[config.mk]
export PLATFORM = sky130hd
export DESIGN_NAME = cpu_machine_controller
export DESIGN_NICKNAME = d
export VERILOG_FILES = /design/src/rtl/cpu_machine_controller.sv
export SDC_FILE = /design/constraint.sdc
export NUM_CORES = 1
export LEC_CHECK = 0
export ABC_AREA = 1
export CORE_AREA = 2 2 39 41
export CTS_CLUSTER_SIZE = 10
export DETAILED_ROUTE_END_ITERATION = 8
export DIE_AREA = 0 0 41 43
export HOLD_SLACK_MARGIN = 0.12
export PLACE_DENSITY = 0.7
export SYNTH_ARGS = -nofsm -noshare
export SYNTH_HDL_FRONTEND = slang
export SYNTH_SLANG_ARGS = --single-unit
[constraint.sdc]
create_clock -name clk -period 1.1 [get_ports clk]
set_input_delay 0.22 -clock clk [delete_from_list [all_inputs] [get_ports clk]]
set_output_delay 0.22 -clock clk [all_outputs]
set_load 0.01 [all_outputs]
[src/rtl/cpu_machine_controller.sv]
// Eight-state instruction sequencer for the accumulator CPU.
// It decodes the opcode into registered fetch, execute and halt strobes.
module cpu_machine_controller (
  input  logic       clk,
  input  logic       rst,
  input  logic       ena,
  input  logic [2:0] opcode,
  input  logic       zero,
  output logic       inc_pc,
  output logic       load_pc,
  output logic       load_acc,
  output logic       rd,
  output logic       wr,
  output logic       load_ir,
  output logic       datactl_ena,
  output logic       halt
);

  localparam logic [2:0] OP_HLT  = 3'b000;
  localparam logic [2:0] OP_SKZ  = 3'b001;
  localparam logic [2:0] OP_ADD  = 3'b010;
  localparam logic [2:0] OP_ANDD = 3'b011;
  localparam logic [2:0] OP_XORR = 3'b100;
  localparam logic [2:0] OP_LDA  = 3'b101;
  localparam logic [2:0] OP_STO  = 3'b110;
  localparam logic [2:0] OP_JMP  = 3'b111;

  typedef enum logic [2:0] {
    S0 = 3'd0, S1 = 3'd1, S2 = 3'd2, S3 = 3'd3,
    S4 = 3'd4, S5 = 3'd5, S6 = 3'd6, S7 = 3'd7
  } state_t;

  state_t state, state_nxt;

  logic inc_pc_nxt, load_pc_nxt, load_acc_nxt, rd_nxt, wr_nxt;
  logic load_ir_nxt, datactl_ena_nxt, halt_nxt;
  logic alu_op, skz_taken;

  assign alu_op    = (opcode == OP_ADD) || (opcode == OP_ANDD) ||
                     (opcode == OP_XORR) || (opcode == OP_LDA);
  assign skz_taken = (opcode == OP_SKZ) && zero;

  always_comb begin
    state_nxt       = S0;
    inc_pc_nxt      = 1'b0;
    load_pc_nxt     = 1'b0;
    load_acc_nxt    = 1'b0;
    rd_nxt          = 1'b0;
    wr_nxt          = 1'b0;
    load_ir_nxt     = 1'b0;
    datactl_ena_nxt = 1'b0;
    halt_nxt        = 1'b0;
    // ena low parks the sequencer in S0 with every strobe cleared
    if (ena) begin
      case (state)
        S0: begin
          load_ir_nxt = 1'b1;
          rd_nxt      = 1'b1;
          inc_pc_nxt  = 1'b1;
          state_nxt   = S1;
        end
        S1: begin
          load_ir_nxt = 1'b1;
          rd_nxt      = 1'b1;
          inc_pc_nxt  = 1'b1;
          state_nxt   = S2;
        end
        S2: state_nxt = S3;
        S3: begin
          if (opcode == OP_HLT) begin
            inc_pc_nxt = 1'b1;
            halt_nxt   = 1'b1;
            state_nxt  = S3;
          end else begin
            state_nxt  = S4;
          end
        end
        S4: begin
          if (opcode == OP_JMP) begin
            load_pc_nxt = 1'b1;
            inc_pc_nxt  = 1'b1;
          end else if (alu_op) begin
            rd_nxt = 1'b1;
          end else if (opcode == OP_STO) begin
            datactl_ena_nxt = 1'b1;
          end
          state_nxt = S5;
        end
        S5: begin
          if (alu_op) begin
            rd_nxt       = 1'b1;
            load_acc_nxt = 1'b1;
          end else if (skz_taken) begin
            inc_pc_nxt = 1'b1;
          end else if (opcode == OP_JMP) begin
            load_pc_nxt = 1'b1;
            inc_pc_nxt  = 1'b1;
          end else if (opcode == OP_STO) begin
            wr_nxt          = 1'b1;
            datactl_ena_nxt = 1'b1;
          end
          state_nxt = S6;
        end
        S6: begin
          if (alu_op) begin
            rd_nxt = 1'b1;
          end else if (opcode == OP_STO) begin
            datactl_ena_nxt = 1'b1;
          end
          state_nxt = S7;
        end
        S7: begin
          inc_pc_nxt = skz_taken;
          state_nxt  = S0;
        end
        default: state_nxt = S0;
      endcase
    end
  end

  always_ff @(posedge clk or negedge rst) begin
    if (!rst) begin
      state       <= S0;
      inc_pc      <= 1'b0;
      load_pc     <= 1'b0;
      load_acc    <= 1'b0;
      rd          <= 1'b0;
      wr          <= 1'b0;
      load_ir     <= 1'b0;
      datactl_ena <= 1'b0;
      halt        <= 1'b0;
    end else begin
      state       <= state_nxt;
      inc_pc      <= inc_pc_nxt;
      load_pc     <= load_pc_nxt;
      load_acc    <= load_acc_nxt;
      rd          <= rd_nxt;
      wr          <= wr_nxt;
      load_ir     <= load_ir_nxt;
      datactl_ena <= datactl_ena_nxt;
      halt        <= halt_nxt;
    end
  end

endmodule

==> flow_summary.json, run 1 <==
{
  "fin_crit_sh": 0.963,
  "pwr-share-comb": 0.155,
  "drt_pass1_iterations": 4,
  "r2r_start": "state[0]",
  "antenna_found_initial": 0,
  "p_sw_mw": 0.210,
  "finish.instance_area_um2": 666,
  "ys_warn_count": 0,
  "cts.clk_slew.worst_paths_ns": 0.07,
  "path_buf_inv": 1,
  "cp.required_ns": 0.88,
  "die_area_um2": 1760,
  "cts_tree": "built",
  "overflow": 0,
  "ant_nets": 0,
  "hp-class": "in2async",
  "ys.flop_type": "dfrtp_1",
  "vias": 447,
  "slew_violations": 0,
  "avgViaCountPerCell": 4.66,
  "setup_viol": 0,
  "cts.sinks": 11,
  "clockBufferDepth": 2,
  "gp_congestion": 0.855,
  "root_buffer": "clkbuf_4",
  "n_fill_cell": 159,
  "hpwl_um": 700,
  "yosysMostFrequentCell": "nor2_1",
  "cp_slowest_cell": "dfrtp_1",
  "fin_setup_tns_ns": 0,
  "startpoint": "load_ir",
  "timing.rr.end": "rd",
  "ys_ff_latch": 11,
  "cp_slowest_stage_delay_ns": 0.36,
  "criticalPathCategory": "reg2out",
  "n_antenna_cell": 0,
  "synth_edf_count": 0,
  "status": "finished clean",
  "relSlewSlack": 0.844,
  "maxCapViolCount": 0,
  "synth.avg_cell_area_um2": 8.26,
  "htree_levels": 1,
  "area_delta_synth_final_pct": 38.9,
  "ys_seq_area_frac": 0.574,
  "path_cells": "clkdlybuf4s15_1",
  "clock_latency_ns": 0.26,
  "r2r_cells": 5,
  "critPathCaptureType": "output pin",
  "grt_first_pass_wirelength_mm": 1.64,
  "pwr-share-clk": 0.321,
  "r2r_slack_ns": 0.10,
  "drive_gt1_frac": 0.250,
  "power_frac_seq": 0.524,
  "intPower_mw": 0.623,
  "portBuffers": 14,
  "wl_um": 919,
  "drc": 0,
  "crit_family": "flip-flops",
  "synth_area_leaders": "dfrtp_1, nor2_1, nand2_1",
  "crit_path_max_fanout": 1,
  "core_area_um2": 1380,
  "powerDensity_nw_per_um2": 1250,
  "syn_inst": 58,
  "die_w_um": 41,
  "drt-initial-drc-count": 11,
  "clock_skew_ns": 0.00281,
  "synth_top_area_frac": 0.574,
  "placed_area_um2": 669,
  "syn_nets": 65,
  "rsz0062_at_grt": "no",
  "wl_per_cell_um": 9.57,
  "hold_slack_ns": 0.249,
  "crit_arrival_ns": 0.84,
  "synth_commonest_cells": "nor2_1, dfrtp_1, nand2_1",
  "yosysTopAreaCell": "dfrtp_1",
  "die_h_um": 43,
  "final_util": 0.481,
  "grt_max_degree": 12,
  "fmax_ghz": 0.944,
  "worst_pin_slew_ns": 0.233,
  "switching_share": 0.252,
  "grt_usage": 0.140,
  "ctsHoldBuffers": 0,
  "p_leak_nw": 0.337,
  "fp-row-count": 14,
  "io_pins": 15,
  "ir_worst_vdd_mv": 0.543,
  "ys_types": 11,
  "cts_buffers": 3,
  "start_kind": "flip-flop",
  "hold_viol": 0,
  "final_nets": 88,
  "synthArstFlopShare": 1.00,
  "start_util": 0.346,
  "period_needed_ns": 1.06,
  "grt_pass1_vias": 415,
  "netlist_area_um2": 479
}
-- sequential cells by signal, indices dropped and copies added (netlist names) --
name and cells:
datactl_ena 1, halt 1, inc_pc 1, load_acc 1, load_ir 1, load_pc 1
rd 1, state 3, wr 1
-- repair_timing --
action                                  in CTS  in global routing
resized for setup                           16                  8
endpoints found under the setup margin       8                 10
hold endpoints to repair                     0                  0
setup buffers                                0                  0
-- cells by family (layout without fill, tap and decap cells) --
family          Yosys count  in the layout  share of synthesized area
buf+inv                   6             28                     0.0470
compound gates            3              3                     0.0313
flops                    11             11                      0.574
simple gates             38             38                      0.347
-- power groups by stage --
stage | Sequential, mW | Combinational (mW) | Clock [mW]
after floorplan | 0.451 | 0.0517 | 0
after global placement | 0.444 | 0.137 | 0
after detailed placement | 0.444 | 0.137 | 0
after CTS | 0.437 | 0.132 | 0.279
after global routing | 0.440 | 0.147 | 0.296
final | 0.437 | 0.129 | 0.267
-- worst max path at each step --
stage	end	slack [ns]	cells after the start
final	load_ir	0.04	1
after global routing	load_ir	0.005	1
after CTS	load_pc	0.02	1
after detailed placement	state[2]	-0.16	5
after global placement	state[2]	-0.17	5
after floorplan	rd	0.19	5
-- metrics by stage --
| step | instances | total power [mW] | worst slack, ns |
|---|---|---|---|
| CTS | 96 | 0.848 | 0.0172 |
| global route | 96 | 0.883 | 0.00484 |
| global placement | 92 | 0.581 | -0.171 |
| floorplan | 58 | 0.502 | 0.191 |
| detailed placement | 92 | 0.581 | -0.164 |
| finish | 96 | 0.833 | 0.0405 |
-- layer usage --
metal | GRT usage | vias to the layer above | share of wire
met5 | 0 | - | 0
met4 | 0.0800 | 0 | 0.015
met3 | 0.0471 | 2 | 0.048
li1 | - | 225 | -
met2 | 0.231 | 10 | 0.54
met1 | 0.143 | 210 | 0.40
-- cells in the final DEF (no fill, tap or decap) --
| cell | n |
|---|---|
| clkdlybuf4s15_1 | 1 |
| nor2_4 | 1 |
| clkbuf_1 | 1 |
| clkbuf_2 | 7 |
| a21oi_1 | 3 |
| nor2_1 | 15 |
| nor3_1 | 2 |
| nand3_1 | 6 |
| clkdlybuf4s50_1 | 6 |
| nor2_2 | 1 |
| dfrtp_1 | 11 |
| nand2_2 | 1 |
| inv_2 | 2 |
| inv_1 | 4 |
| nand2_1 | 11 |
| nand3_2 | 1 |
| buf_4 | 4 |
| clkbuf_4 | 3 |
-- area by class of cell --
type	count	area, um^2	share of cell area
sequential	11	275	0.414
multi-input combinational	41	186	0.280
timing repair buffer	18	135	0.203
clock buffer	4	26.3	0.0395
inverter	6	22.5	0.0338
tap	16	20.0	0.0301
(Power assumes the default switching activity.)
==> run 2: changes to the inputs <==
--- a/config.mk
+++ b/config.mk
@@ -11,7 +11,7 @@
 export DETAILED_ROUTE_END_ITERATION = 8
 export DIE_AREA = 0 0 41 43
 export HOLD_SLACK_MARGIN = 0.12
-export PLACE_DENSITY = 0.7
+export PLACE_DENSITY_LB_ADDON = 0.3
 export SYNTH_ARGS = -nofsm -noshare
 export SYNTH_HDL_FRONTEND = slang
 export SYNTH_SLANG_ARGS = --single-unit
==> run 2 against run 1 <==
  * Via count up 3.6%
  * Critical path depth unchanged
  * Largest power group unchanged
  * First-iteration DRC count down 27%
  * Highest routed layer unchanged
  * Utilization up 1.1 points
  * Routed wire length up 17%
  * Clock power up 6%
  * Worst hold slack worse by 0.011 ns
  * Clock skew about the same
==> flow_summary.json, run 2 (synthesis results as in run 1) <==
{
  "layout_commonest_cell": "nor2_1",
  "grt_max_degree": 12,
  "path_cells": "clkdlybuf4s15_1",
  "drt-initial-drc-count": 8,
  "fin_crit_sh": 0.966,
  "die_h_um": 43,
  "worst_pin_slew_ns": 0.198,
  "drive_gt1_frac": 0.268,
  "clockBufferDepth": 2,
  "antenna_found_initial": 0,
  "start_kind": "flip-flop",
  "gp_congestion": 0.851,
  "grt_use_met1": 0.151,
  "maxCapViolCount": 0,
  "htree_levels": 1,
  "path_buf_inv": 1,
  "status": "finished clean",
  "ir_worst_vdd_mv": 0.449,
  "final_nets": 90,
  "critPathCaptureType": "output pin",
  "r2r_cells": 5,
  "ant_nets": 0,
  "dp.cells": 94,
  "vias": 463,
  "hp-class": "in2async",
  "slew_violations": 0,
  "hold_viol": 0,
  "grt.busiest_layer": "met2",
  "fin_cells": 98,
  "start_util": 0.346,
  "grt_use_met3": 0.0314,
  "cts_buffers": 3,
  "cp_slowest_stage_delay_ns": 0.36,
  "period_needed_ns": 1.06,
  "setup_viol": 0,
  "ctsHoldBuffers": 0,
  "die_area_um2": 1760,
  "n_antenna_cell": 0,
  "criticalPathCategory": "reg2out",
  "grt_first_pass_wirelength_mm": 1.75,
  "cp.required_ns": 0.88,
  "io_pins": 15,
  "overflow": 0,
  "drt_pass1_iterations": 4,
  "portBuffers": 14,
  "final_util": 0.492,
  "hpwl_um": 852,
  "layout_common_cells": "nor2_1, nand2_1, dfrtp_1",
  "cts_resized": 19,
  "die_w_um": 41,
  "wl_mm": 1.07,
  "grt_usage": 0.155,
  "powerDensity_nw_per_um2": 1260,
  "rsz0062_at_grt": "no",
  "cts.clk_slew.worst_paths_ns": 0.07,
  "cts_tree": "built",
  "grt_use_met2": 0.259,
  "core_area_um2": 1380,
  "crit_path_max_fanout": 1,
  "wl_per_cell_um": 10.9,
  "clock_latency_ns": 0.27,
  "grt_pass1_vias": 456,
  "fp-row-count": 14,
  "n_fill_cell": 147,
  "post_cts_buffers": 0,
  "cp_slowest_cell": "dfrtp_1",
  "drc": 0,
  "cts.sinks": 11,
  "area_delta_synth_final_pct": 42.0,
  "fmax_ghz": 0.941,
  "clock_skew_ns": 0.00328,
  "crit_arrival_ns": 0.84,
  "crit_family": "flip-flops",
  "avgViaCountPerCell": 4.72,
  "cp_num_cells": 1,
  "relSlewSlack": 0.867,
  "p_leak_nw": 0.349,
  "largest_reg_flops": 3,
  "root_buffer": "clkbuf_4",
  "regMostFlops": "state"
}
==> run 2: changes by cell type in the layout (fill, tap and decap cells not counted) <==
cell,delta
clkbuf_2,-3
buf_2,+3
buf_4,+2
==> run 2: final timing paths <==
kind / from / to / slack [ns]
min: rst / load_ir / 0.24
min in group clk: state[0] / state[0] / 0.56
max reg2reg: state[0] / rd / 0.08
min reg2reg: state[0] / state[0] / 0.56
max: rd / rd / 0.04
max in group asynchronous: rst / state[0] / 0.72
==> run 2: where the power goes <==
part | switching (mW) | total (mW) | internal [mW] | leakage [nW]
clock | 0.143 | 0.283 | 0.140 | 0.0150
sequential | 0.0136 | 0.437 | 0.423 | 0.146
combinational | 0.0718 | 0.136 | 0.0644 | 0.188
==> run 2: metrics by stage <==
| stage | total power [mW] | TNS, ns | worst slack (ns) | hold slack, ns | instance area [um^2] |
|---|---|---|---|---|---|
| finish | 0.856 | 0 | 0.0370 | 0.238 | 681 |
| detailed placement | 0.591 | -1.38 | -0.200 | 0.527 | 684 |
| global route | 0.888 | 0 | 0.00434 | 0.247 | 681 |
| CTS | 0.862 | 0 | 0.00406 | 0.246 | 714 |
| floorplan | 0.502 | 0 | 0.191 | -0.0756 | 479 |
| global placement | 0.587 | -1.03 | -0.179 | 0.531 | 684 |
==> run 2: per-layer routing <==
metal	up-vias	share of wire
met2	13	0.56
met3	4	0.050
li1	228	-
met4	0	0.021
met5	-	0
met1	218	0.37
==> run 2: area by class of cell <==
cell class                      instances  area [um^2]  share of cell area
Tap cell                               16         20.0              0.0294
Inverter                                6         22.5              0.0331
Clock buffer                            4         26.3              0.0386
Multi-Input combinational cell         41          186               0.274
Timing Repair Buffer                   20          150               0.221
Sequential cell                        11          275               0.404
